$ cat config.mk
export PLATFORM = sky130hd
export DESIGN_NAME = seq_multiplier_32
export DESIGN_NICKNAME = d
export VERILOG_FILES = /design/src/rtl/seq_multiplier_32.sv
export SDC_FILE = /design/constraint.sdc
export NUM_CORES = 1
export LEC_CHECK = 0
export BUFFER_PORTS_ARGS = -buffer_cell sky130_fd_sc_hd__buf_4
export CAP_MARGIN = 10
export CORE_MARGIN = 4
export CORE_UTILIZATION = 37
export CTS_CLUSTER_DIAMETER = 150
export DETAILED_ROUTE_END_ITERATION = 10
export PLACE_DENSITY = 0.65
export SETUP_SLACK_MARGIN = 0.15
export SLEW_MARGIN = 25
export SYNTH_ARGS = -nofsm -noshare
export SYNTH_HDL_FRONTEND = slang
export SYNTH_SLANG_ARGS = --single-unit
export TNS_END_PERCENT = 5
$ cat constraint.sdc
create_clock -name clk -period 4.39 [get_ports clk]
set_clock_uncertainty 0.2 [all_clocks]
set_input_delay 0.878 -clock clk [delete_from_list [all_inputs] [get_ports clk]]
set_output_delay 0.878 -clock clk [all_outputs]
set_load 0.02 [all_outputs]
$ cat src/rtl/seq_multiplier_32.sv
// Iterative unsigned 32x32->64 shift-and-add multiplier built around one
// CLA_32bit; 32 RUN steps behind a start/busy/done handshake.

module CLA_32bit (
  input  logic [31:0] A,
  input  logic [31:0] B,
  input  logic        Cin,
  output logic [31:0] Sum,
  output logic        Cout
);
  logic [31:0] g;
  logic [31:0] p;
  logic [32:0] c;

  assign g    = A & B;
  assign p    = A ^ B;
  assign c[0] = Cin;

  // Full lookahead inside each 4-bit group; group carries ripple between groups.
  for (genvar k = 0; k < 8; k++) begin : grp
    localparam int base = 4 * k;
    assign c[base+1] = g[base] | (p[base] & c[base]);
    assign c[base+2] = g[base+1] | (p[base+1] & g[base])
                     | (p[base+1] & p[base] & c[base]);
    assign c[base+3] = g[base+2] | (p[base+2] & g[base+1])
                     | (p[base+2] & p[base+1] & g[base])
                     | (p[base+2] & p[base+1] & p[base] & c[base]);
    assign c[base+4] = g[base+3] | (p[base+3] & g[base+2])
                     | (p[base+3] & p[base+2] & g[base+1])
                     | (p[base+3] & p[base+2] & p[base+1] & g[base])
                     | (p[base+3] & p[base+2] & p[base+1] & p[base] & c[base]);
  end

  assign Sum  = p ^ c[31:0];
  assign Cout = c[32];
endmodule

module seq_multiplier_32 (
  input  logic        clk,
  input  logic        rst,
  input  logic        start,
  input  logic [31:0] a,
  input  logic [31:0] b,
  output logic        busy,
  output logic        done,
  output logic [63:0] product
);
  typedef enum logic [1:0] {
    IDLE = 2'd0,
    RUN  = 2'd1,
    DONE = 2'd2
  } state_t;

  state_t      state;
  state_t      next_state;
  logic [31:0] mcand;
  logic [31:0] hi;
  logic [31:0] lo;
  logic [4:0]  count;
  logic [31:0] sum;
  logic        cout;

  CLA_32bit u_cla (
    .A   (hi),
    .B   (mcand),
    .Cin (1'b0),
    .Sum (sum),
    .Cout(cout)
  );

  always_ff @(posedge clk or posedge rst) begin
    if (rst) begin
      state <= IDLE;
    end else begin
      state <= next_state;
    end
  end

  always_comb begin
    next_state = state;
    case (state)
      IDLE:    next_state = start ? RUN : IDLE;
      RUN:     next_state = (count == 5'd31) ? DONE : RUN;
      DONE:    next_state = start ? RUN : IDLE;
      default: next_state = IDLE;
    endcase
  end

  // The carry-out lands in hi[31], so the 65-bit sum never loses a bit.
  always_ff @(posedge clk or posedge rst) begin
    if (rst) begin
      mcand <= 32'd0;
      hi    <= 32'd0;
      lo    <= 32'd0;
      count <= 5'd0;
    end else begin
      case (state)
        IDLE, DONE: begin
          if (start) begin
            mcand <= a;
            hi    <= 32'd0;
            lo    <= b;
            count <= 5'd0;
          end
        end
        RUN: begin
          if (lo[0]) begin
            {hi, lo} <= {cout, sum, lo[31:1]};
          end else begin
            {hi, lo} <= {1'b0, hi, lo[31:1]};
          end
          count <= count + 5'd1;
        end
        default: begin
          count <= 5'd0;
        end
      endcase
    end
  end

  assign busy    = (state == RUN);
  assign done    = (state == DONE);
  assign product = {hi, lo};
endmodule
==> flow_metrics.env <==
export IMPL_status="finished clean"
export IMPL_start_util=0.379
export IMPL_routedWlPerCell_um=16.6
export IMPL_rows=44
export IMPL_hpwl_um=10600
export IMPL_ant_nets=0
export IMPL_start_kind="flip-flop"
export IMPL_hold_class="flip-flop to flip-flop"
export IMPL_place_ws_ns=0.800
export IMPL_fin_cells=913
export IMPL_grt_start_max_net_pins=88
export IMPL_die_w_um=130
export IMPL_slew_violations=0
export IMPL_cts_max_level=3
export IMPL_grt_pass1_vias=5060
export IMPL_grt_setup_unrepaired="no"
export IMPL_synthDistinctLibCells=49
export IMPL_min_from="mcand[31]"
export IMPL_critPathMaxFanout=5
export IMPL_reg2reg_depth=13
export IMPL_hold_end="mcand[31]"
export IMPL_area_delta_synth_final_pct=27.1
export IMPL_p_per_area_nw_per_um2=905
export IMPL_whs_ns=0.284
export IMPL_max_clock_freq_mhz=276
export IMPL_post_cts_setup_buffers=0
export IMPL_drive_above_1_share=0.236
export IMPL_p_total_mw=6.36
export IMPL_antennaDiodeCount=0
export IMPL_placed_cells=897
export IMPL_arrival_ns=3.64
export IMPL_syn_inst=603
export IMPL_nNetsFinal=833
export IMPL_ctsResizeCount=0
export IMPL_maxCapViolCount=0
export IMPL_synth_seq_cells=103
export IMPL_firstDrtPassIters=4
export IMPL_leakagePower_nw=3.35
export IMPL_antenna_found_initial=0
export IMPL_synth_flop_cell="dfrtp_1"
export IMPL_drcViolationCount=0
export IMPL_crit_path_end_kind="flip-flop"
export IMPL_cts_buffers_inserted=9
export IMPL_ys_seq_area_frac=0.466
export IMPL_clk_path_buf_depth=2
export IMPL_drt_initial_drc_count=216
export IMPL_ys_warn_count=0
export IMPL_synthArstFlopShare=1.00
export IMPL_fin_crit_sh=0.826
export IMPL_grt_overflow_total=0
export IMPL_fp_dieH_um=130
export IMPL_synth_area_per_cell_um2=9.17
export IMPL_tightest_slew_ns=0.799
export IMPL_dr_total_vias=4805
export IMPL_layout_min_cycle_time_ns=3.63
export IMPL_setup_slack_ns=0.763
export IMPL_clk_pin_slew_worst_paths_ns=0.07
export IMPL_ir_worst_vdd_mv=0.421
export IMPL_grtUsageTotal=0.186
export IMPL_clock_root_buffer="clkbuf_16"
export IMPL_finalSetupViolations=0
export IMPL_routed_via_density=5.26
export IMPL_path_class="flip-flop to flip-flop"
export IMPL_fin_setup_tns_ns=0
export IMPL_hold_buffers=0
export IMPL_syn_cell_area_um2=5530
export IMPL_r2r_end="hi[28]"
export IMPL_core_area_um2=14600
export IMPL_numClockSinks=103
export IMPL_wl_um=15100
export IMPL_crit_required_ns=4.40
export IMPL_fp_dieArea_um2=17000
export IMPL_hold_violations=0
export IMPL_gp_congestion=0.835
export IMPL_rr_startpoint="hi[17]"
export IMPL_synth_edf_count=0
export IMPL_grt_pass1_wl_um=24900
export IMPL_ff2ff_setup_slack_ns=0.76
export IMPL_holdPathStages=2
export IMPL_ioPinCount=133
export IMPL_cts_tree="yes"
export IMPL_relSlewSlack=0.467
export IMPL_synth_nets=712
export IMPL_clk_latency_ns=0.37
export IMPL_port_buffers=132
[worst max path at each step]
stage	cells past startpoint	end	start	slack, ns
2_1_floorplan	1	count[0]	rst	0.61
3_3_place_gp	13	hi[28]	hi[17]	0.85
3_5_place_dp	13	hi[28]	hi[17]	0.80
4_1_cts	13	hi[28]	hi[17]	0.77
5_1_grt	13	hi[28]	hi[17]	0.57
6_report	13	hi[28]	hi[17]	0.76
[state kept, by name (all words and copies together), names as in the netlist]
register and count:
count 5, hi 32, lo 32, mcand 32, state 2
[worst max-delay path, cell delays in order, from the launching register on]
cell,delay (ns)
dfrtp_1,0.41
ha_1,0.38
and4_1,0.25
and2b_1,0.16
or4b_4,0.47
a31oi_2,0.30
a41oi_4,0.20
o21ai_4,0.23
inv_1,0.07
fa_1,0.38
xor2_1,0.16
nor2_1,0.05
a21oi_1,0.12
o22ai_1,0.09
[power by group]
| part | internal (mW) | total, mW | switching [mW] | leakage, nW |
|---|---|---|---|---|
| clock network | 0.467 | 0.856 | 0.388 | 0.152 |
| registers | 1.45 | 1.86 | 0.413 | 1.24 |
| logic | 1.55 | 3.65 | 2.09 | 1.96 |
[area by class of cell]
| cell class | instances | area, um2 |
|---|---|---|
| clock buffer | 10 | 239 |
| clock inverter | 6 | 75.1 |
| fill | 1398 | 7560 |
| inverter | 26 | 103 |
| multi-input combinational | 443 | 2740 |
| sequential | 103 | 2580 |
| tap | 184 | 230 |
| timing repair buffer | 141 | 1060 |
[logic make-up (layout without fill, tap and decap cells)]
logic type / count (synthesis) / count (layout) / synth area share
adder cells (fa/ha/maj): 42 / 42 / 0.106
XOR/XNOR: 20 / 20 / 0.0317
buffers and inverters: 57 / 183 / 0.0389
AO/OA/AOI/OAI: 150 / 150 / 0.175
AND/OR/NAND/NOR: 223 / 223 / 0.168
multiplexers: 8 / 8 / 0.0145
flip-flops: 103 / 103 / 0.466
[cell usage in the layout, fill, tap and decap left out, types with 4 or more instances in the layout]
cell type	instances
nor2b_1	5
a32oi_1	8
inv_1	24
a21oi_1	21
nand2_1	110
o22ai_1	39
clkbuf_16	9
o21ai_0	45
nor2_1	81
ha_1	34
a22o_1	7
mux2i_1	8
o21a_1	4
fa_1	8
xnor2_1	5
dfrtp_1	103
nand3_1	6
buf_4	141
a211oi_1	4
nor3_1	4
xor2_1	15
[per-stage QoR]
stage	util	cell area [um2]
2_1_floorplan	-	5530
3_3_place_gp	0.460	6710
3_5_place_dp	0.460	6710
4_1_cts	0.481	7020
5_1_grt	0.481	7020
6_report	0.481	7020
[synth_stat cells (5+ instances only)]
| cell type | instances | area share |
|---|---|---|
| a21oi_1 | 21 | 0.019 |
| a22o_1 | 7 | 0.011 |
| a32oi_1 | 8 | 0.013 |
| buf_1 | 5 | 0.0034 |
| clkbuf_1 | 25 | 0.017 |
| dfrtp_1 | 103 | 0.47 |
| fa_1 | 8 | 0.029 |
| ha_1 | 34 | 0.077 |
| inv_1 | 25 | 0.017 |
| mux2i_1 | 8 | 0.014 |
| nand2_1 | 110 | 0.075 |
| nand3_1 | 6 | 0.0054 |
| nor2_1 | 81 | 0.055 |
| nor2b_1 | 6 | 0.0068 |
| o21ai_0 | 45 | 0.041 |
| o22ai_1 | 39 | 0.044 |
| xnor2_1 | 5 | 0.0079 |
| xor2_1 | 15 | 0.024 |
[layer usage]
layer / wire length [um] / part of all wire / GRT usage
met5: 0 / 0 / 0
met2: 7340 / 0.48 / 0.311
met3: 1320 / 0.087 / 0.0696
met4: 179 / 0.012 / 0.0477
met1: 6300 / 0.42 / 0.227
(Power assumes the default switching activity.)
